**src/rtl/multicycle_control_pkg.sv**
```systemverilog
// Shared encodings for the multicycle main control FSM: opcodes, ALUOp
// classes, datapath mux selects and the controller state encoding.
package multicycle_control_pkg;

  localparam logic [6:0] OP_R      = 7'b0110011;
  localparam logic [6:0] OP_LOAD   = 7'b0000011;
  localparam logic [6:0] OP_STORE  = 7'b0100011;
  localparam logic [6:0] OP_BRANCH = 7'b1100011;
  localparam logic [6:0] OP_IMM    = 7'b0010011;
  localparam logic [6:0] OP_JAL    = 7'b1101111;

  localparam logic [1:0] ALUOP_ADD  = 2'b00;
  localparam logic [1:0] ALUOP_SUB  = 2'b01;
  localparam logic [1:0] ALUOP_RFN  = 2'b10;
  localparam logic [1:0] ALUOP_IFN  = 2'b11;

  localparam logic [1:0] RES_ALUOUT = 2'b00;
  localparam logic [1:0] RES_MEM    = 2'b01;
  localparam logic [1:0] RES_PC     = 2'b10;

  localparam logic [1:0] SRCA_PC    = 2'b00;
  localparam logic [1:0] SRCA_RS1   = 2'b01;

  localparam logic [1:0] SRCB_RS2   = 2'b00;
  localparam logic [1:0] SRCB_FOUR  = 2'b01;
  localparam logic [1:0] SRCB_IMM   = 2'b10;

  typedef enum logic [3:0] {
    S_IDLE   = 4'd0,
    S_FETCH  = 4'd1,
    S_DECODE = 4'd2,
    S_MEMADR = 4'd3,
    S_MEMRD  = 4'd4,
    S_MEMWB  = 4'd5,
    S_MEMWR  = 4'd6,
    S_EXEC_R = 4'd7,
    S_EXEC_I = 4'd8,
    S_ALUWB  = 4'd9,
    S_BRANCH = 4'd10,
    S_JAL    = 4'd11,
    S_TRAP   = 4'd12
  } state_t;

  // States that wait on the shared memory port's ready handshake.
  function automatic logic is_wait_state(input state_t s);
    return (s == S_FETCH) || (s == S_MEMRD) || (s == S_MEMWR);
  endfunction

endpackage

```
**src/rtl/multicycle_control.sv**
```systemverilog
// Multicycle main control: sequences fetch/decode/execute/memory/writeback
// over one memory port, with ready handshake, wait timeout and sticky trap.
module multicycle_control
  import multicycle_control_pkg::*;
#(
  parameter int unsigned ALUOP_W     = 2,
  parameter int unsigned MEM_TIMEOUT = 16,
  parameter int unsigned TMO_W       = 5,
  parameter int unsigned IMM_ALU_EN  = 1,
  parameter int unsigned JAL_EN      = 1
) (
  input  logic               clk,
  input  logic               rst,
  input  logic [6:0]         Opcode,
  input  logic               MemReady,
  output logic               PCWrite,
  output logic               PCSrc,
  output logic               Branch,
  output logic               IorD,
  output logic               MemRead,
  output logic               MemWrite,
  output logic               IRWrite,
  output logic               RegWrite,
  output logic [1:0]         ResultSrc,
  output logic [1:0]         ALUSrcA,
  output logic [1:0]         ALUSrcB,
  output logic [ALUOP_W-1:0] ALUOp,
  output logic               Fault,
  output logic [3:0]         CtrlState
);

  state_t             r_state;
  state_t             w_next;
  logic [TMO_W-1:0]   r_tmo_cnt;
  logic [6:0]         r_op_q;
  logic               w_tmo_hit;

  // Timeout fires only once the wait has already seen MEM_TIMEOUT not-ready
  // cycles and memory is still not ready now; a ready in that cycle wins.
  assign w_tmo_hit = (MEM_TIMEOUT != 0) && !MemReady &&
                     (r_tmo_cnt == TMO_W'(MEM_TIMEOUT));

  // Next-state selection from current state, opcode and memory handshake.
  always_comb begin
    w_next = r_state;
    case (r_state)
      S_IDLE:   w_next = S_FETCH;
      S_FETCH: begin
        if (MemReady)       w_next = S_DECODE;
        else if (w_tmo_hit) w_next = S_TRAP;
      end
      S_DECODE: begin
        case (Opcode)
          OP_LOAD, OP_STORE: w_next = S_MEMADR;
          OP_R:              w_next = S_EXEC_R;
          OP_IMM:            w_next = (IMM_ALU_EN != 0) ? S_EXEC_I : S_TRAP;
          OP_BRANCH:         w_next = S_BRANCH;
          OP_JAL:            w_next = (JAL_EN != 0) ? S_JAL : S_TRAP;
          default:           w_next = S_TRAP;
        endcase
      end
      S_MEMADR: w_next = (r_op_q == OP_LOAD) ? S_MEMRD : S_MEMWR;
      S_MEMRD: begin
        if (MemReady)       w_next = S_MEMWB;
        else if (w_tmo_hit) w_next = S_TRAP;
      end
      S_MEMWB:  w_next = S_FETCH;
      S_MEMWR: begin
        if (MemReady)       w_next = S_FETCH;
        else if (w_tmo_hit) w_next = S_TRAP;
      end
      S_EXEC_R: w_next = S_ALUWB;
      S_EXEC_I: w_next = S_ALUWB;
      S_ALUWB:  w_next = S_FETCH;
      S_BRANCH: w_next = S_FETCH;
      S_JAL:    w_next = S_FETCH;
      S_TRAP:   w_next = S_TRAP;
      default:  w_next = S_IDLE;
    endcase
  end

  // State register, opcode capture in DECODE, and wait-cycle counter.
  // The counter only advances while a wait state holds itself (MemReady=0);
  // any transition, including entry to a wait state, clears it.
  always_ff @(posedge clk) begin
    if (rst) begin
      r_state   <= S_IDLE;
      r_tmo_cnt <= '0;
      r_op_q    <= '0;
    end else begin
      r_state <= w_next;
      if (r_state == S_DECODE) r_op_q <= Opcode;
      if (is_wait_state(r_state) && (w_next == r_state)) begin
        if (r_tmo_cnt != '1) r_tmo_cnt <= r_tmo_cnt + TMO_W'(1);
      end else begin
        r_tmo_cnt <= '0;
      end
    end
  end

  // Moore output decode from the current state; IRWrite/PCWrite in FETCH
  // are additionally qualified by MemReady.
  always_comb begin
    PCWrite   = 1'b0;
    PCSrc     = 1'b0;
    Branch    = 1'b0;
    IorD      = 1'b0;
    MemRead   = 1'b0;
    MemWrite  = 1'b0;
    IRWrite   = 1'b0;
    RegWrite  = 1'b0;
    ResultSrc = RES_ALUOUT;
    ALUSrcA   = SRCA_PC;
    ALUSrcB   = SRCB_RS2;
    ALUOp     = ALUOP_W'(ALUOP_ADD);
    Fault     = 1'b0;
    case (r_state)
      S_FETCH: begin
        MemRead = 1'b1;
        ALUSrcB = SRCB_FOUR;
        IRWrite = MemReady;
        PCWrite = MemReady;
      end
      S_DECODE: ALUSrcB = SRCB_IMM;
      S_MEMADR: begin
        ALUSrcA = SRCA_RS1;
        ALUSrcB = SRCB_IMM;
      end
      S_MEMRD: begin
        IorD    = 1'b1;
        MemRead = 1'b1;
      end
      S_MEMWB: begin
        RegWrite  = 1'b1;
        ResultSrc = RES_MEM;
      end
      S_MEMWR: begin
        IorD     = 1'b1;
        MemWrite = 1'b1;
      end
      S_EXEC_R: begin
        ALUSrcA = SRCA_RS1;
        ALUSrcB = SRCB_RS2;
        ALUOp   = ALUOP_W'(ALUOP_RFN);
      end
      S_EXEC_I: begin
        ALUSrcA = SRCA_RS1;
        ALUSrcB = SRCB_IMM;
        ALUOp   = ALUOP_W'(ALUOP_IFN);
      end
      S_ALUWB: RegWrite = 1'b1;
      S_BRANCH: begin
        ALUSrcA = SRCA_RS1;
        ALUSrcB = SRCB_RS2;
        ALUOp   = ALUOP_W'(ALUOP_SUB);
        Branch  = 1'b1;
        PCSrc   = 1'b1;
      end
      S_JAL: begin
        RegWrite  = 1'b1;
        ResultSrc = RES_PC;
        PCWrite   = 1'b1;
        PCSrc     = 1'b1;
      end
      S_TRAP:  Fault = 1'b1;
      default: ;
    endcase
  end

  assign CtrlState = r_state;

endmodule

```
**config.mk**
```make
export PLATFORM = sky130hd
export DESIGN_NAME = multicycle_control
export DESIGN_NICKNAME = d
export VERILOG_FILES = /design/src/rtl/multicycle_control_pkg.sv /design/src/rtl/multicycle_control.sv
export SDC_FILE = /design/constraint.sdc
export NUM_CORES = 1
export LEC_CHECK = 0
export ABC_AREA = 1
export BUFFER_PORTS_ARGS = -buffer_cell sky130_fd_sc_hd__buf_4
export CAP_MARGIN = 15
export CORE_UTILIZATION = 50
export DETAILED_ROUTE_END_ITERATION = 12
export MAX_ROUTING_LAYER = met4
export PLACE_DENSITY = 0.77
export SKIP_LAST_GASP = 1
export SLEW_MARGIN = 20
export SYNTH_ARGS = -nofsm -noshare
export SYNTH_HDL_FRONTEND = slang
export SYNTH_SLANG_ARGS = --single-unit
```
**constraint.sdc**
```tcl
create_clock -name clk -period 1.5 [get_ports clk]
set_input_delay 0.3 -clock clk [delete_from_list [all_inputs] [get_ports clk]]
set_output_delay 0.3 -clock clk [all_outputs]
set_load 0.1 [all_outputs]
```
==> results of run 1 <==
synth_stat cells:
cell,count,area share (%)
o22ai_1,3,1.8
nor2_1,34,12
buf_4,1,0.70
a31oi_1,2,1.2
nor2_2,2,1.2
inv_2,1,0.35
inv_1,24,8.5
mux2i_1,1,0.94
nand3_2,2,1.9
conb_1,1,0.35
buf_2,1,0.47
nand2_2,6,3.5
a21oi_2,1,0.82
nor2_4,3,3.2
a21oi_1,4,1.9
o21ai_0,15,7.0
ha_1,3,3.5
o21ai_2,1,0.82
dfxtp_1,16,30
xor2_1,3,2.5
nand2_1,26,9.2
nand3b_1,1,0.70
nor3_1,2,0.94
nand4_1,5,2.9
nand3_1,8,3.8
through the flow:
step / TNS (ns) / utilization (%) / hold WS (ns) / std cells
after floorplan: -3.880 / - / 0.3597 / 166
after global placement: 0 / 77.84 / 0.4846 / 226
after detailed placement: -0.01053 / 77.84 / 0.4915 / 226
after CTS: -2.838 / 94.32 / 0.1862 / 238
timing repair:
action                                  CTS
gates resized for setup                  55
buffers inserted                          8
hold buffers                              0
pin swaps                                 8
hold endpoints to repair                  0
endpoints found under the setup margin   16
cell families after synthesis:
family | after synthesis
simple gates | 89
buf+inv | 27
compound gates | 26
flops | 16
fa+ha+maj | 3
xor+xnor | 3
other cells | 1
mux | 1
==> reports/qor.yml, run 1 <==
ys_seq_area_share_pct: 30.05
cts_root_buffer: "clkbuf_4"
placed_area_sq_mm: 0.001543
synthMuxAreaShare_pct: 0.9390
start_util_pct: 53.79
endpoint_type: "primary output"
grt_max_degree: 11
tool.error: "[ERROR DPL-0038] Utilization greater than 100%, impossible to legalize"
gp_congestion: 0.8438
ys_ff_latch: 16
synth_top_family_by_area: "simple AND/OR/NAND/NOR gates"
htreeDepth: 1
dp_slack_ns: -0.01053
netlist_instances: 166
yosysWarnings: 0
clock-sinks: 16
synth_compound_area_share_pct: 13.50
synth.avg_cell_area_sq_um: 6.422
cts_made_buffers: 3
synth.distinct_cells: 25
synthXorXnorAreaFrac_pct: 2.465
syn-cell-area_sq_mm: 0.001066
die_h_microns: 48.18
port_buffers: 29
row_count: 16
lastStage: "global routing (5_1_grt)"
worst_endpoint: "RegWrite"
post-dp-hpwl_microns: 2425
syn_nets: 179
clk_path_buf_depth: 2
synth_fa_ha_area_share_pct: 3.521
die_width_microns: 48.18
yosys.area_share.simple_pct: 39.20
status: "aborted with a tool error"
io_pins: 31
==> run 2: changes to the inputs <==
--- a/config.mk
+++ b/config.mk
@@ -8,10 +8,10 @@
 export ABC_AREA = 1
 export BUFFER_PORTS_ARGS = -buffer_cell sky130_fd_sc_hd__buf_4
 export CAP_MARGIN = 15
-export CORE_UTILIZATION = 50
+export CORE_AREA = 2 2 63 65
 export DETAILED_ROUTE_END_ITERATION = 12
-export MAX_ROUTING_LAYER = met4
-export PLACE_DENSITY = 0.77
+export DIE_AREA = 0 0 65 67
+export PLACE_DENSITY_LB_ADDON = 0.15
 export SKIP_LAST_GASP = 1
 export SLEW_MARGIN = 20
 export SYNTH_ARGS = -nofsm -noshare
==> run 2 against run 1 <==
  * The flow now finishes, with violations (negative setup slack)
  * Synthesized cell count unchanged
  * Area after synthesis unchanged
==> reports/qor.yml, run 2 <==
hold_path_class: "input port to flip-flop"
drc: 0
synth_fa_ha_area_share_pct: 3.521
final_layout_size_suffix_gt1_share_pct: 49.77
viasPerCell: 4.632
layout.cells.non_filler: 269
largest_register: "r_op_q"
synth-edff-count: 0
syn_nets: 179
cts_made_buffers: 3
yosys.area.top_type: "dfxtp_1"
grt-ovfl-total: 0
skew_ns: 0.0003147
start_util_pct: 29.56
powerDensity_mw_per_mm2: 2169
track_usage_pct: 15.83
cts-hold-fix-buffers: 0
cts_root_buffer: "clkbuf_8"
core_area_sq_mm: 0.003606
worstPathRequired_ns: 1.20
ant_nets: 0
synth_top_family_by_area: "simple AND/OR/NAND/NOR gates"
die_h_microns: 67
clock_latency_ns: 0.24
ir_drop_uv: 747.5
path_clk_slew_ns: 0.06
maxCapViolations: 0
dp_cells: 252
dieArea_sq_mm: 0.004355
synth_compound_area_share_pct: 13.50
clk_path_buf_depth: 2
layout_commonest_cell: "buf_4"
syn_to_final_growth_pct: 90.49
yosys-top-cells-area: "dfxtp_1, nor2_1, nand2_1"
port_buffers: 29
io_pins: 31
layout.nets: 235
largest_register_ffs: 7
period_share_pct: 109.4
yosysMostFrequentCell: "nor2_1"
drv_slew: 0
antenna_found_initial: 0
worstSetupPathType: "flip-flop to output port"
cp.arrival_ns: 1.34
ys_seq_area_share_pct: 30.05
setup_viol: 16
clock-sinks: 16
failed_checks: "negative setup slack"
synth.distinct_cells: 25
num_vias: 1246
utilization_pct: 56.32
start_kind: "flip-flop"
gp_congestion: 0.9366
async_reset_ff_share_pct: 0
fillers: 314
drt_pass1_iterations: 4
wl_microns: 3336
netlist_instances: 166
synthTopCellsByCount: "nor2_1, nand2_1, inv_1"
htreeDepth: 1
setup_ws_ns: -0.1416
leakage_nw: 0.8762
final_cell_mix: "buf_4, nor2_1, nand2_1"
synth.avg_cell_area_sq_um: 6.422
avgRoutedWirePerCell_microns: 12.40
die_width_microns: 65
cts_tree: "done"
synth.top_cell.area_share_pct: 30.05
syn-cell-area_sq_mm: 0.001066
ys_ff_latch: 16
fmax_mhz: 609.2
yosys.area_share.simple_pct: 39.20
end_kind: "output port"
post-dp-hpwl_microns: 2509
status: "complete, but fails checks"
ys.flop_type: "dfxtp_1"
diodes: 0
row_count: 22
drt_iter0_drc: 63
synthXorXnorAreaFrac_pct: 2.465
critPathSlowestCell: "dfxtp_4"
worst-path-max-fanout: 5
hold_violations: 0
crit_chain: "inv_4, nor2_4, buf_4, nand2_4, o21ai_4, buf_12"
synthMuxAreaShare_pct: 0.9390
grt_pass1_wl_microns: 5361
yosysWarnings: 0
rsz0062_at_grt: "yes"
grt_max_degree: 10
cp_slowest_stage_delay_ns: 0.41
grt_pass1_vias: 1229
min_period_ns: 1.642
[run 2: area by class of cell]
| class | instances | area (sq um) | area share [%] |
|---|---|---|---|
| Timing Repair Buffer | 53 | 609.3 | 30.01 |
| Tap cell | 48 | 60.06 | 2.957 |
| Sequential cell | 16 | 340.3 | 16.76 |
| Multi-Input combinational cell | 123 | 837.1 | 41.22 |
| Clock buffer | 4 | 55.05 | 2.711 |
| Inverter | 25 | 128.9 | 6.346 |
[run 2: power by group]
| group | internal, mW | leakage (nW) | switching (mW) |
|---|---|---|---|
| Sequential | 0.549 | 0.134 | 0.148 |
| Combinational | 1.16 | 0.713 | 2.17 |
| Clock | 0.232 | 0.0288 | 0.142 |
[run 2: what timing repair did]
item,in CTS,in global routing
buffers inserted,5,8
setup endpoints to repair,16,21
pin swaps,2,12
gates cloned,0,0
resized for setup,52,21
[run 2: worst paths after layout]
check / from / endpoint / slack [ns] / cells past startpoint
hold / removal: rst / CtrlState[1]$_SDFF_PP0_ / 0.24 / 2
setup / recovery: CtrlState[3]$_SDFF_PP0_ / ALUSrcB[1] / -0.14 / 6
hold reg to reg: r_op_q[1]$_SDFFE_PP0P_ / r_op_q[1]$_SDFFE_PP0P_ / 0.51 / 2
setup reg to reg: CtrlState[2]$_SDFF_PP0_ / r_tmo_cnt[3]$_SDFFE_PP0P_ / 0.03 / 11
[run 2: stage by stage]
stage / total power [mW] / worst slack, ns / hold slack [ns] / setup TNS [ns] / area, sq um
6_report: 4.405 / -0.1416 / 0.2356 / -1.048 / 2031
5_1_grt: 4.614 / -0.1864 / 0.2415 / -2.031 / 2031
4_1_cts: 4.163 / -0.1396 / 0.2277 / -1.118 / 1902
3_5_place_dp: 3.357 / 0.007474 / 0.4937 / 0 / 1607
3_3_place_gp: 3.346 / 0.01762 / 0.4936 / 0 / 1607
2_1_floorplan: 2.787 / -0.2818 / 0.3597 / -3.880 / 1259
[run 2: metal layers]
metal  GRT usage [%]  wire length (microns)  share of wire (%)
met5               0                      0                  0
met1           16.80                   1395                 42
met4           6.649                     81                2.4
met3           1.689                    131                3.9
met2           31.31                   1728                 52
[run 2: cells by family after synthesis]
logic type | Yosys count
other | 1
adder cells (fa/ha/maj) | 3
AO/OA/AOI/OAI | 26
AND/OR/NAND/NOR | 89
multiplexers | 1
flip-flops | 16
buffers and inverters | 27
XOR/XNOR | 3
[run 2: worst max-delay path, delay by kind of cell, from the launching register on]
| family | cells | cell delay (ns) |
|---|---|---|
| AOI/OAI and AO/OA | 1 | 0.09 |
| and+or+nand+nor | 2 | 0.21 |
| DFF | 1 | 0.41 |
| buffers and inverters | 3 | 0.38 |
(Power assumes the default switching activity.)
==> run 3: changes to the inputs <==
==> constraint.sdc (replaced) <==
create_clock -name clk -period 1.5 [get_ports clk]
set_input_delay 0.075 -clock clk [delete_from_list [all_inputs] [get_ports clk]]
set_output_delay 0.075 -clock clk [all_outputs]
set_load 0.02 [all_outputs]
==> run 3 against run 2 <==
  * The flow now finishes without violations
  * Worst setup slack improved by 0.24 ns
  * Sequential power down 5.7%
  * Cell count fell by 3.7%
  * Routed wire length is 13% lower
  * Critical path depth is 1 lower
  * Utilization decreased by 14 points
  * Die area unchanged
  * Combinational power is 57% lower
  * Design area down 24%
  * Total power decreased by 45%
  * Critical path type unchanged
  * Largest power group unchanged
  * Highest routed layer unchanged
==> reports/qor.yml, run 3 (same netlist as run 2, synthesis figures left out) <==
gp_congestion: 0.8645
port_buffers: 29
rsz0062_at_grt: "yes"
layout_commonest_cell: "buf_4"
final_cell_mix: "buf_4, nor2_1, nand2_1"
placed_area_sq_mm: 0.001406
ant_nets: 0
setup_ws_ns: 0.09883
row_count: 22
post-dp-hpwl_microns: 2284
core_area_sq_mm: 0.003606
whs_ns: 0.01573
largest_register: "r_op_q"
avgRoutedWirePerCell_microns: 11.20
hold_path_class: "input port to flip-flop"
cp.arrival_ns: 1.33
diodes: 0
r2r_slack_ns: 0.1
drv_slew: 0
fillers: 393
ir_drop_uv: 778.1
worst-path-max-fanout: 6
cts_made_buffers: 3
drt_iter0_drc: 34
reg2reg_from: "r_tmo_cnt[0]$_SDFFE_PP0P_"
grt_pass1_vias: 1088
track_usage_pct: 13.66
io_pins: 31
worst-r2r-cell-count: 13
largest_register_ffs: 7
syn_to_final_growth_pct: 44.48
cts_tree: "done"
powerDensity_mw_per_mm2: 1566
design_area_sq_mm: 0.001540
leakage_nw: 0.7607
min_period_ns: 1.401
setup_viol: 0
holdPathStages: 2
worstPathRequired_ns: 1.42
clock_latency_ns: 0.25
maxCapViolations: 0
clock-sinks: 16
dp_slack_ns: -0.01564
path_clk_slew_ns: 0.06
dp_cells: 251
start_util_pct: 29.56
final_layout_size_suffix_gt1_share_pct: 37.91
dieArea_sq_mm: 0.004355
power.total_mw: 2.412
layout.cells.non_filler: 259
seq_area_sq_um: 335.3
hp-start: "rst"
worstSetupPathType: "flip-flop to output port"
layout.nets: 226
period_share_pct: 93.41
wl_microns: 2901
cts_root_buffer: "clkbuf_8"
num_vias: 1196
die_h_microns: 67
grt_pass1_wl_microns: 4685
end_kind: "output port"
skew_ns: 0.006288
multiInputGateArea_sq_um: 674.4
drc: 0
hold_violations: 0
die_width_microns: 65
viasPerCell: 4.618
grt-ovfl-total: 0
clk_path_buf_depth: 2
antenna_found_initial: 0
start_kind: "flip-flop"
r2r_end: "r_tmo_cnt[1]$_SDFFE_PP0P_"
status: "completed"
min_to: "CtrlState[3]$_SDFF_PP0_"
htreeDepth: 1
grt_max_degree: 9
fmax_mhz: 713.7
drt_pass1_iterations: 4
==> run 3: cell types whose count changed in the layout (fill, tap and decap cells not counted), sizes merged <==
cell	previous run	this run
inv	23	25
clkinvlp	2	0
clkbuf	4	3
buf	53	44
==> run 3: worst max path at each step <==
stage / startpoint / cells after the start / end
after CTS: r_tmo_cnt[0]$_SDFFE_PP0P_ / 9 / r_tmo_cnt[3]$_SDFFE_PP0P_
after global routing: r_tmo_cnt[0]$_SDFFE_PP0P_ / 9 / r_tmo_cnt[3]$_SDFFE_PP0P_
after detailed placement: r_tmo_cnt[0]$_SDFFE_PP0P_ / 9 / r_tmo_cnt[3]$_SDFFE_PP0P_
after global placement: r_tmo_cnt[0]$_SDFFE_PP0P_ / 9 / r_tmo_cnt[3]$_SDFFE_PP0P_
after floorplan: CtrlState[3]$_SDFF_PP0_ / 9 / r_tmo_cnt[1]$_SDFFE_PP0P_
final: CtrlState[2]$_SDFF_PP0_ / 5 / MemRead
==> run 3: stage by stage <==
step                      setup TNS [ns]  utilization, %
after floorplan                        0               -
after global placement                 0           39.00
after detailed placement        -0.01564           39.00
after CTS                              0           40.35
after global routing             -0.1325           42.71
final                                  0           42.71
==> run 3: worst max-delay path: stages, from the launching register on <==
cell and delay, ns:
dfxtp_2 0.41, inv_1 0.08, nor2_2 0.14, inv_1 0.12, o21ai_0 0.16, buf_4 0.16
==> run 3: cell type report <==
cell class	instances	area share (%)
clock buffers	3	2.681
inverters	25	6.418
multi-input cells	123	43.79
flip-flops and latches	16	21.77
well taps	48	3.899
repair buffers	44	21.45
==> run 3: per-layer routing <==
metal | GRT usage, % | part of all wire (%) | vias to the layer above
li1 | - | - | 627
met1 | 17.84 | 45 | 552
met2 | 23.07 | 52 | 13
met3 | 3.041 | 2.9 | 4
met4 | 2.660 | 0.48 | 0
met5 | 0 | 0 | -
==> run 3: timing repair <==
action | CTS | global route
cloned | 0 | 0
pin swaps | 0 | 10
hold endpoints to repair | 0 | 0
setup endpoints to repair | 6 | 11
gates resized for setup | 4 | 20
buffers inserted | 0 | 5
hold buffers | 0 | 0
==> run 3: where the power goes <==
part	leakage, nW	internal, mW	switching, mW
Sequential	0.133	0.536	0.120
Clock	0.0216	0.178	0.140
Combinational	0.606	0.579	0.859
==> run 4: changes to the inputs <==
--- a/config.mk
+++ b/config.mk
@@ -11,6 +11,7 @@
 export CORE_AREA = 2 2 63 65
 export DETAILED_ROUTE_END_ITERATION = 12
 export DIE_AREA = 0 0 65 67
+export GPL_TIMING_DRIVEN = 0
 export PLACE_DENSITY_LB_ADDON = 0.15
 export SKIP_LAST_GASP = 1
 export SLEW_MARGIN = 20
==> constraint.sdc (replaced) <==
create_clock -name clk -period 1.8 [get_ports clk]
set_input_delay 0.09 -clock clk [delete_from_list [all_inputs] [get_ports clk]]
set_output_delay 0.09 -clock clk [all_outputs]
set_load 0.02 [all_outputs]
==> run 4 against run 3 <==
  * Die area unchanged
  * Flip-flop and latch count unchanged
  * Hold slack improved by 0.020 ns
  * Worst setup slack improved by 0.068 ns
  * Clock skew decreased by 0.0035 ns
  * Design area decreased by 9.2%
  * Register-to-register slack improved by 0.17 ns
  * Count of clock-buffer cells in the layout increased by 1
  * Sequential power decreased by 18%
  * Routed wire length decreased by 6.6%
  * Via count decreased by 5.6%
  * Utilization decreased by 3.9 points
  * Critical path type unchanged
  * Critical endpoint is now PCWrite
  * Largest cell class unchanged
==> reports/qor.yml, run 4 (same netlist as run 2, synthesis figures left out) <==
path_clk_slew_ns: 0.06
powerDensity_mw_per_mm2: 1363
final_layout_size_suffix_gt1_share_pct: 25.63
syn_to_final_growth_pct: 31.22
r2r_slack_ns: 0.27
post-dp-hpwl_microns: 2210
layout_commonest_cell: "nor2_1"
start_kind: "flip-flop"
io_pins: 31
htreeDepth: 1
antenna_found_initial: 0
die_h_microns: 67
placed_area_sq_mm: 0.001344
route.met2.wl_microns: 1357
final_cell_mix: "nor2_1, buf_4, nand2_1"
worstSetupPathType: "flip-flop to output port"
grt_max_degree: 11
layout.cells.non_filler: 247
diodes: 0
crit_end: "PCWrite"
top_layer: "met3"
port_buffers: 29
wl_microns: 2710
row_count: 22
end_kind: "output port"
ant_nets: 0
drt_pass1_iterations: 4
clock-sinks: 16
cts_resized: 0
reg2reg_from: "r_tmo_cnt[0]$_SDFFE_PP0P_"
core_area_sq_mm: 0.003606
power.switching_uw: 889.6
num_vias: 1129
tns_ns: 0
r2r_end: "r_tmo_cnt[0]$_SDFFE_PP0P_"
worstPathRequired_ns: 1.71
dieArea_sq_mm: 0.004355
period_share_pct: 90.74
cts_tree: "done"
route.met3.wl_microns: 91
cp.arrival_ns: 1.54
viasPerCell: 4.571
clock_latency_ns: 0.25
wirelength_met1_microns: 1261
track_usage_pct: 13.30
grt-ovfl-total: 0
drt_iter0_drc: 37
clk_path_buf_depth: 2
drv_slew: 0
grt_pass1_vias: 1030
p_clk_share_pct: 16.6
design_area_sq_mm: 0.001399
drc: 0
leakage_nw: 0.7043
swShare_pct: 46.67
layout.nets: 213
grt_pass1_wl_microns: 4547
gp_congestion: 0.8541
status: "completed"
ir_drop_uv: 524.9
worst-r2r-cell-count: 13
maxCapViolations: 0
largest_register: "r_op_q"
cts_setup_buffers: 0
crit_path_start: "CtrlState[3]$_SDFF_PP0_"
hold_violations: 0
min_period_ns: 1.633
largest_register_ffs: 7
dp_cells: 243
rsz0062_at_grt: "no"
cts-hold-fix-buffers: 0
hold_path_class: "input port to flip-flop"
p_seq_share_pct: 28.2
pwr-share-comb_pct: 55.2
fmax_mhz: 612.2
avgRoutedWirePerCell_microns: 10.97
worst-path-max-fanout: 7
internal_power_mw: 1.016
start_util_pct: 29.56
skew_ns: 0.002742
cts_made_buffers: 3
die_width_microns: 65
cts_root_buffer: "clkbuf_8"
setup_viol: 0
==> run 4: cell count changes in the layout (fill, tap and decap cells not counted), sizes merged <==
cell	change
buf	-13
clkbuf	+1
==> run 4: worst min path at each step <==
stage | depth (start not counted) | to | start | slack (ns)
floorplan | 1 | CtrlState[0]$_SDFF_PP0_ | rst | 0.16
CTS | 2 | CtrlState[1]$_SDFF_PP0_ | rst | 0.03
global route | 2 | CtrlState[0]$_SDFF_PP0_ | rst | 0.03
detailed placement | 2 | CtrlState[0]$_SDFF_PP0_ | rst | 0.30
finish | 2 | CtrlState[0]$_SDFF_PP0_ | rst | 0.04
global placement | 2 | CtrlState[1]$_SDFF_PP0_ | rst | 0.29
==> run 4: cell type report <==
type / instances / area [sq um]
Buffer: 2 / 12.51
Clock buffer: 4 / 55.05
Fill cell: 396 / 2207
Inverter: 25 / 93.84
Multi-Input combinational cell: 123 / 639.4
Sequential cell: 16 / 320.3
Tap cell: 48 / 60.06
Timing Repair Buffer: 29 / 217.7
==> run 4: worst max-delay path, stage by stage (launching register included) <==
cell and delay [ns]:
dfxtp_1 0.51, inv_1 0.14, nor2_1 0.17, inv_1 0.14, o22ai_1 0.17, buf_4 0.16
==> run 4: through the flow <==
step | worst slack (ns) | hold WS, ns | utilization (%) | total power, mW
6_report | 0.1666 | 0.03603 | 38.79 | 1.906
5_1_grt | 0.004763 | 0.03429 | 38.79 | 2.072
3_5_place_dp | 0.2523 | 0.2981 | 37.27 | 1.603
3_3_place_gp | 0.2894 | 0.2926 | 37.27 | 1.600
4_1_cts | 0.1529 | 0.03019 | 38.79 | 1.931
2_1_floorplan | 0.3440 | 0.1594 | - | 1.244
==> run 4: power groups by stage <==
stage               logic, mW  clock network [mW]  registers (mW)
detailed placement       1.06                   0           0.543
floorplan               0.689                   0           0.555
global route             1.18               0.348           0.549
global placement         1.06                   0           0.543
CTS                      1.06               0.332           0.536
finish                   1.05               0.317           0.537
==> run 4: layer usage <==
layer | vias to the layer above | track usage (%)
met5 | - | 0
li1 | 599 | -
met2 | 18 | 23.32
met4 | 0 | 0.7979
met3 | 0 | 3.041
met1 | 512 | 17.31
